[config.mk]
export PLATFORM = sky130hd
export DESIGN_NAME = ol_link_controller
export DESIGN_NICKNAME = d
export VERILOG_FILES = /design/src/rtl/ol_pkg.sv /design/src/rtl/ol_pattern_checker.sv /design/src/rtl/ol_link_controller.sv
export SDC_FILE = /design/constraint.sdc
export NUM_CORES = 1
export LEC_CHECK = 0
export BUFFER_PORTS_ARGS = -buffer_cell sky130_fd_sc_hd__buf_2
export CAP_MARGIN = 0
export CORE_MARGIN = 8
export CORE_UTILIZATION = 40
export CTS_CLUSTER_DIAMETER = 60
export DETAILED_ROUTE_END_ITERATION = 10
export SLEW_MARGIN = 20
export SYNTH_ARGS = -nofsm -noshare
export SYNTH_HDL_FRONTEND = slang
export SYNTH_HIERARCHICAL = 1
export SYNTH_SLANG_ARGS = --single-unit
[constraint.sdc]
create_clock -name clk -period 4.63 [get_ports clk]
set_input_delay 0.463 -clock clk [delete_from_list [all_inputs] [get_ports clk]]
set_output_delay 0.463 -clock clk [all_outputs]
set_load 0.02 [all_outputs]
[src/rtl/ol_pkg.sv]
// ol_pkg: shared types and constants for the optical-link bring-up controller.
// Link states, lane-skew codes and the default lane-0 alignment word.
package ol_pkg;

    typedef enum logic [1:0] {
        ST_ALIGN = 2'b00,
        ST_TEST  = 2'b01,
        ST_DATA  = 2'b10,
        ST_IDLE  = 2'b11
    } ol_state_t;

    localparam logic [1:0] DM_ADJ   = 2'd0;
    localparam logic [1:0] DM_LAG2  = 2'd1;
    localparam logic [1:0] DM_OTHER = 2'd2;

    localparam logic [15:0] OL_ALIGN_WORD = 16'h50BC;

    function automatic logic [1:0] skew_code(
        input logic [15:0] l0,
        input logic [15:0] l1
    );
        logic [15:0] d10;
        logic [15:0] d01;
        logic [1:0]  code;
        d10 = l1 - l0;
        d01 = l0 - l1;
        if (d10 == 16'd1) begin
            code = DM_ADJ;
        end else if (d01 == 16'd2) begin
            code = DM_LAG2;
        end else begin
            code = DM_OTHER;
        end
        return code;
    endfunction

endpackage

[src/rtl/ol_pattern_checker.sv]
// ol_pattern_checker: RX counter-pattern check, lock tracking and skew code.
// Compares each received word with the one before it, lane by lane.
module ol_pattern_checker
    import ol_pkg::*;
#(
    parameter int LANES      = 2,
    parameter int LOCK_COUNT = 2047
) (
    input  logic                  clk,
    input  logic                  rst_n,
    input  logic                  clear,
    input  logic                  enable,
    input  logic [16*LANES-1:0]   data_rx,
    output logic                  locked,
    output logic [1:0]            delay_mode
);

    localparam int LW = (LOCK_COUNT < 1) ? 1 : $clog2(LOCK_COUNT + 1);
    localparam logic [LW-1:0] LOCK_MAX = LW'(LOCK_COUNT);

    logic [16*LANES-1:0] rx_cur;
    logic [16*LANES-1:0] rx_prev;
    logic [LW-1:0]       lock_cnt;
    logic [LW-1:0]       lock_nxt;
    logic                good;

    // Two-stage RX pipeline: current and previous received word.
    always_ff @(posedge clk or negedge rst_n) begin
        if (!rst_n) begin
            rx_cur  <= '0;
            rx_prev <= '0;
        end else begin
            rx_cur  <= data_rx;
            rx_prev <= rx_cur;
        end
    end

    // A word is good only when every lane advanced by exactly one (mod 2^16).
    always_comb begin
        good = 1'b1;
        for (int i = 0; i < LANES; i++) begin
            if (rx_cur[16*i +: 16] != rx_prev[16*i +: 16] + 16'd1) begin
                good = 1'b0;
            end
        end
    end

    // Next lock count: saturating run length of good words.
    always_comb begin
        lock_nxt = lock_cnt;
        if (!good) begin
            lock_nxt = '0;
        end else if (lock_cnt != LOCK_MAX) begin
            lock_nxt = lock_cnt + LW'(1);
        end
    end

    // Lock state: cleared while aligning, sticky once the run is long enough.
    always_ff @(posedge clk or negedge rst_n) begin
        if (!rst_n) begin
            lock_cnt <= '0;
            locked   <= 1'b0;
        end else if (clear) begin
            lock_cnt <= '0;
            locked   <= 1'b0;
        end else if (enable) begin
            lock_cnt <= lock_nxt;
            if (lock_nxt == LOCK_MAX) begin
                locked <= 1'b1;
            end
        end
    end

    assign delay_mode = skew_code(rx_cur[15:0], rx_cur[31:16]);

endmodule

[src/rtl/ol_link_controller.sv]
// ol_link_controller: per-link bring-up sequencer IDLE -> ALIGN -> TEST -> DATA.
// Drives alignment and counter patterns, judges the test, retries, then passes payload.
module ol_link_controller
    import ol_pkg::*;
#(
    parameter int          LANES        = 2,
    parameter int          ALIGN_CYCLES = 1044207,
    parameter int          ALIGN_GUARD  = 4370,
    parameter int          TEST_CYCLES  = 4369,
    parameter int          LOCK_COUNT   = 2047,
    parameter int          MAX_RETRY    = 3,
    parameter logic [15:0] ALIGN_WORD   = OL_ALIGN_WORD
) (
    input  logic                  clk,
    input  logic                  rst_n,
    input  logic                  LIVE,
    input  logic                  retrain,
    input  logic [16*LANES-1:0]   data_tx,
    input  logic [16*LANES-1:0]   data_rx,
    input  logic                  ena_rx,
    output logic [16*LANES-1:0]   data_out,
    output logic                  ena_tx,
    output logic [2*LANES-1:0]    datak,
    output logic                  error,
    output logic                  send_err,
    output logic [1:0]            delay_mode,
    output logic                  link_up,
    output logic [1:0]            retry_cnt
);

    localparam int W    = 16 * LANES;
    localparam int CMAX = (ALIGN_CYCLES > TEST_CYCLES) ? ALIGN_CYCLES : TEST_CYCLES;
    localparam int CW   = (CMAX > 1) ? $clog2(CMAX) : 1;

    localparam logic [CW-1:0] A_LAST = CW'(ALIGN_CYCLES - 1);
    localparam logic [CW-1:0] T_LAST = CW'(TEST_CYCLES - 1);
    localparam logic [CW:0]   A_OPEN = (CW+1)'(ALIGN_CYCLES - ALIGN_GUARD);

    ol_state_t            state;
    ol_state_t            state_n;
    logic [CW-1:0]        control;
    logic [CW-1:0]        control_n;
    logic [15:0]          lcnt;
    logic [15:0]          lcnt_n;
    logic                 live_q;
    logic                 finish;
    logic                 test_err;
    logic                 retry_ok;
    logic [1:0]           rc_n;
    logic                 err_n;
    logic [1:0]           dm_n;
    logic [W-1:0]         dout_n;
    logic [2*LANES-1:0]   k_n;
    logic                 tx_n;
    logic                 chk_locked;
    logic [1:0]           chk_dm;

    assign lcnt_n   = lcnt + 16'd1;
    assign test_err = ena_rx ? ~chk_locked : 1'b0;
    assign retry_ok = (MAX_RETRY != 0) && (int'(retry_cnt) < MAX_RETRY);

    ol_pattern_checker #(
        .LANES      (LANES),
        .LOCK_COUNT (LOCK_COUNT)
    ) u_checker (
        .clk        (clk),
        .rst_n      (rst_n),
        .clear      (state == ST_ALIGN),
        .enable     (state == ST_TEST),
        .data_rx    (data_rx),
        .locked     (chk_locked),
        .delay_mode (chk_dm)
    );

    // Next state and phase counter; LIVE low beats retrain beats sequencing.
    always_comb begin
        state_n   = state;
        control_n = control;
        finish    = 1'b0;
        rc_n      = retry_cnt;
        if (!LIVE) begin
            state_n   = ST_ALIGN;
            control_n = '0;
        end else if (retrain && state == ST_DATA) begin
            state_n   = ST_ALIGN;
            control_n = '0;
        end else begin
            unique case (state)
                ST_IDLE: begin
                end
                ST_ALIGN: begin
                    if (control == A_LAST) begin
                        state_n   = ST_TEST;
                        control_n = '0;
                    end else begin
                        control_n = control + CW'(1);
                    end
                end
                ST_TEST: begin
                    if (control == T_LAST) begin
                        finish    = 1'b1;
                        control_n = '0;
                        if (test_err && retry_ok) begin
                            state_n = ST_ALIGN;
                            rc_n    = (retry_cnt == 2'b11) ? retry_cnt : retry_cnt + 2'd1;
                        end else begin
                            state_n = ST_DATA;
                        end
                    end else begin
                        control_n = control + CW'(1);
                    end
                end
                ST_DATA: begin
                end
            endcase
        end
        if (LIVE && !live_q) begin
            rc_n = 2'd0;
        end
    end

    // Next output values, aligned with the state/phase they belong to.
    always_comb begin
        dout_n = '0;
        k_n    = '0;
        tx_n   = 1'b1;
        unique case (state_n)
            ST_IDLE: begin
            end
            ST_ALIGN: begin
                dout_n[15:0] = ALIGN_WORD;
                for (int i = 1; i < LANES; i++) begin
                    dout_n[16*i +: 16] = lcnt_n;
                end
                if ({1'b0, control_n} < A_OPEN) begin
                    k_n[1:0] = 2'b11;
                    tx_n     = 1'b0;
                end
            end
            ST_TEST: begin
                for (int i = 0; i < LANES; i++) begin
                    dout_n[16*i +: 16] = lcnt_n + 16'(i);
                end
            end
            ST_DATA: begin
                dout_n = data_tx;
            end
        endcase
        err_n = error;
        dm_n  = delay_mode;
        if (!LIVE) begin
            err_n = 1'b1;
        end else if (finish) begin
            err_n = test_err;
            dm_n  = chk_dm;
        end
    end

    // Sequencer state, phase counter, pattern counter and LIVE history.
    always_ff @(posedge clk or negedge rst_n) begin
        if (!rst_n) begin
            state   <= ST_IDLE;
            control <= '0;
            lcnt    <= '0;
            live_q  <= 1'b0;
        end else begin
            state   <= state_n;
            control <= control_n;
            lcnt    <= lcnt_n;
            live_q  <= LIVE;
        end
    end

    // Registered link outputs.
    always_ff @(posedge clk or negedge rst_n) begin
        if (!rst_n) begin
            data_out   <= '0;
            datak      <= '0;
            ena_tx     <= 1'b1;
            error      <= 1'b1;
            send_err   <= 1'b0;
            delay_mode <= DM_ADJ;
            link_up    <= 1'b0;
            retry_cnt  <= 2'd0;
        end else begin
            data_out   <= dout_n;
            datak      <= k_n;
            ena_tx     <= tx_n;
            error      <= err_n;
            send_err   <= finish;
            delay_mode <= dm_n;
            link_up    <= (state_n == ST_DATA);
            retry_cnt  <= rc_n;
        end
    end

endmodule

==> impl_metrics.yaml <==
finish:
  syn_to_final_growth_pct: 13.2
  layout_common_cells: "sky130_fd_sc_hd__dfrtp_1, sky130_fd_sc_hd__buf_2, sky130_fd_sc_hd__nor2_1"
  total_number_of_nets_in_the_final_design: 1213
  layout.cells.most_common: "sky130_fd_sc_hd__dfrtp_1"
  final_util: 0.461
  drive_above_1_share: 0.172
die:
  row_count: 56
  start_util: 0.407
  die-height_um: 171
  floorplan.core_area_sq_um: 23500
  fp.dieW_um: 171
  io-pin-count: 113
  die_area_sq_um: 29200
yosys:
  synth_top_family_by_area: "simple AND/OR/NAND/NOR gates"
  synthXorXnorAreaFrac: 0.0802
  avgSynthCellArea_sq_um: 9.41
  flip_flop_and_latch_count_after_synthesis: 156
  synth-simple-area-share: 0.215
  fraction_of_the_mapped_netlist_area_in_compound_gates: 0.172
  postSynthCellCount: 1019
  synth.mux.area_fraction: 0.0141
  synth_area_leaders: "sky130_fd_sc_hd__dfrtp_1, sky130_fd_sc_hd__ha_1, sky130_fd_sc_hd__xnor2_1, sky130_fd_sc_hd__nor2_1, sky130_fd_sc_hd__xor2_1"
  synth.yosys.warnings: 6
  synthDominantCellAreaShare: 0.397
  async_reset_ff_frac: 1.00
  synth.distinct_cells: 106
  synth_enable_flop_cells: 0
  synth.largest_area_cell: "sky130_fd_sc_hd__dfrtp_1"
  post_synth_fa_ha_maj_area_fraction: 0.0530
  synth_flop_cell: "sky130_fd_sc_hd__dfrtp_1"
  netlist_area_sq_um: 9590
  seq_area_frac_synth: 0.408
timing:
  rsz0062_at_grt: "false"
  finalCritPeriodShare: 0.708
  setup_violations: 0
  fin_skew_ps: 18.1
  slew_viol_final: 0
  post-route-min-period_ps: 3280
  timing.final.hold_violations: 0
  max_clock_freq_mhz: 305
  worst_slew_pin_slew_ps: 904
  final.setup.tns_ps: 0
  maxSlewHeadroom: 0.393
power_and_ir_drop:
  power.static_leakage_nw: 4.77
  power_per_cell_area_nw_per_um2: 291
  irDropWorstVdd_mv: 0.254
critical_path:
  worst-path-max-fanout: 14
  required_ps: 4930
  critPathArrivalTime_ps: 3580
  start_kind: "flop"
  end_kind: "flop"
  rr_startpoint: "u_checker/rx_cur[8]"
  worst_r2r_endpoint: "delay_mode[1]"
  r2r_cells: 11
  timing_worst_setup_path_type: "reg2reg"
  reg2reg_setup_slack_ps: 1350
cts:
  clk_root_buffer_cell: "sky130_fd_sc_hd__clkbuf_16"
  cts_sinks: 156
  post_cts_hold_buffer_count: 0
  post_cts_buffers: 0
  clk-insertion-delay-late_ps: 430
  cts.clk_slew.worst_paths_ps: 60
  cts_tree: "yes"
  htree_levels: 4
  post_cts_resized: 0
  cts_inserted_buffers: 17
  cts_buffer_depth: 2
global_routing:
  largest_net_degree_at_the_start_of_global_routing: 69
  total_routing_resource_utilization_after_global_routing: 0.182
  grt_pass1_vias: 8053
  grt_remaining_overflow: 0
  grt_pass1_wl_um: 42600
  antenna_found_initial: 4
routing:
  avgViaCountPerCell: 5.56
  drt-pass1-iter-count: 5
  drt-initial-drc-count: 450
  route.detailed.drc: 0
  drtAntennaViolNets: 0
  detailroute.via_count: 7988
  totalWireLength_um: 25800
  route.detailed.wl_per_inst_um: 18.0
placement:
  port_buffers: 110
  detailedPlacementHpwl_um: 19400
  gp_congestion: 0.927
flow_run:
  max_cap_viol_count: 0
status:
  status: "completed"
min_path:
  hold_path_class: "in2async"
cell usage after synthesis, types with 13 or more instances:
cell type	n
sky130_fd_sc_hd__dfrtp_1	152
sky130_fd_sc_hd__nor2_1	79
sky130_fd_sc_hd__nand2_1	74
sky130_fd_sc_hd__inv_1	67
sky130_fd_sc_hd__xnor2_1	54
sky130_fd_sc_hd__a21oi_1	41
sky130_fd_sc_hd__ha_1	39
sky130_fd_sc_hd__o21ai_0	37
sky130_fd_sc_hd__nand3_1	35
sky130_fd_sc_hd__xor2_1	32
sky130_fd_sc_hd__nand4_1	29
sky130_fd_sc_hd__nor3_1	28
sky130_fd_sc_hd__clkbuf_1	21
sky130_fd_sc_hd__o211ai_1	16
sky130_fd_sc_hd__a31oi_1	14
sky130_fd_sc_hd__and3_1	14
sky130_fd_sc_hd__nor4_1	14
sky130_fd_sc_hd__a211oi_1	13
where the power goes:
part / internal (mW) / total [mW] / switching, mW
combinational: 0.146 / 0.364 / 0.218
clock: 0.752 / 1.35 / 0.602
sequential: 1.39 / 1.44 / 0.0475
flip-flops by register name, summed over array words and instances, names as in the netlist, 2 cells and up:
name / flops
data_out: 32
u_checker/rx_cur: 32
u_checker/rx_prev: 32
control: 20
lcnt: 16
u_checker/lock_cnt: 11
delay_mode: 2
retry_cnt: 2
state: 2
critical path, cell delays in order, from the launching register on:
cell and delay, ps:
sky130_fd_sc_hd__dfrtp_1 460, sky130_fd_sc_hd__inv_1 120, sky130_fd_sc_hd__ha_1 490, sky130_fd_sc_hd__nand2b_1 200, sky130_fd_sc_hd__a211oi_1 80, sky130_fd_sc_hd__a2111oi_0 410, sky130_fd_sc_hd__o2111ai_1 170, sky130_fd_sc_hd__a211oi_1 220
sky130_fd_sc_hd__o221ai_1 150, sky130_fd_sc_hd__nor4_1 410, sky130_fd_sc_hd__a32oi_1 160, sky130_fd_sc_hd__mux2_2 280
metal layers:
layer,up-vias,share of wire,global-route usage
met5,-,0.0016,0
li1,3872,-,-
met3,36,0.041,0.0341
met4,6,0.018,0.0544
met1,3893,0.45,0.235
met2,181,0.49,0.305
final cells by class:
class	count	area (sq um)
Fill cell	2302	12700
Multi-Input combinational cell	746	5140
Sequential cell	156	3910
Timing Repair Buffer	114	587
Clock buffer	18	429
Tap cell	319	399
Inverter	69	259
Clock inverter	14	138
Antenna cell	1	2.50
logic make-up (layout without fill, tap and decap cells):
kind of cell	after synthesis	after routing
flops	156	156
buf+inv	118	215
compound gates	234	234
mux	13	13
simple gates	370	370
fa+ha+maj	40	40
other cells	1	3
xor+xnor	87	87
through the flow:
step	std cells	hold WS, ps	setup WS [ps]	power (mW)	instance area (sq um)
detailed placement	1404	439	1400	1.83	10300
finish	1437	20.9	1350	3.16	10900
global route	1436	75.8	1050	3.30	10900
floorplan	1020	167	1760	1.70	9600
global placement	1404	426	1410	1.83	10300
CTS	1436	53.9	1380	3.19	10900
worst max-delay path by stage:
| stage | slack [ps] | start | end |
|---|---|---|---|
| floorplan | 1760 | u_checker/rx_cur[3] | delay_mode[1] |
| global placement | 1410 | state[0] | data_out[10] |
| detailed placement | 1400 | state[0] | data_out[10] |
| CTS | 1380 | state[0] | data_out[10] |
| global route | 1050 | u_checker/rx_cur[8] | delay_mode[1] |
| finish | 1350 | u_checker/rx_cur[8] | delay_mode[1] |
No activity file was read; power rests on OpenSTA's default activity.
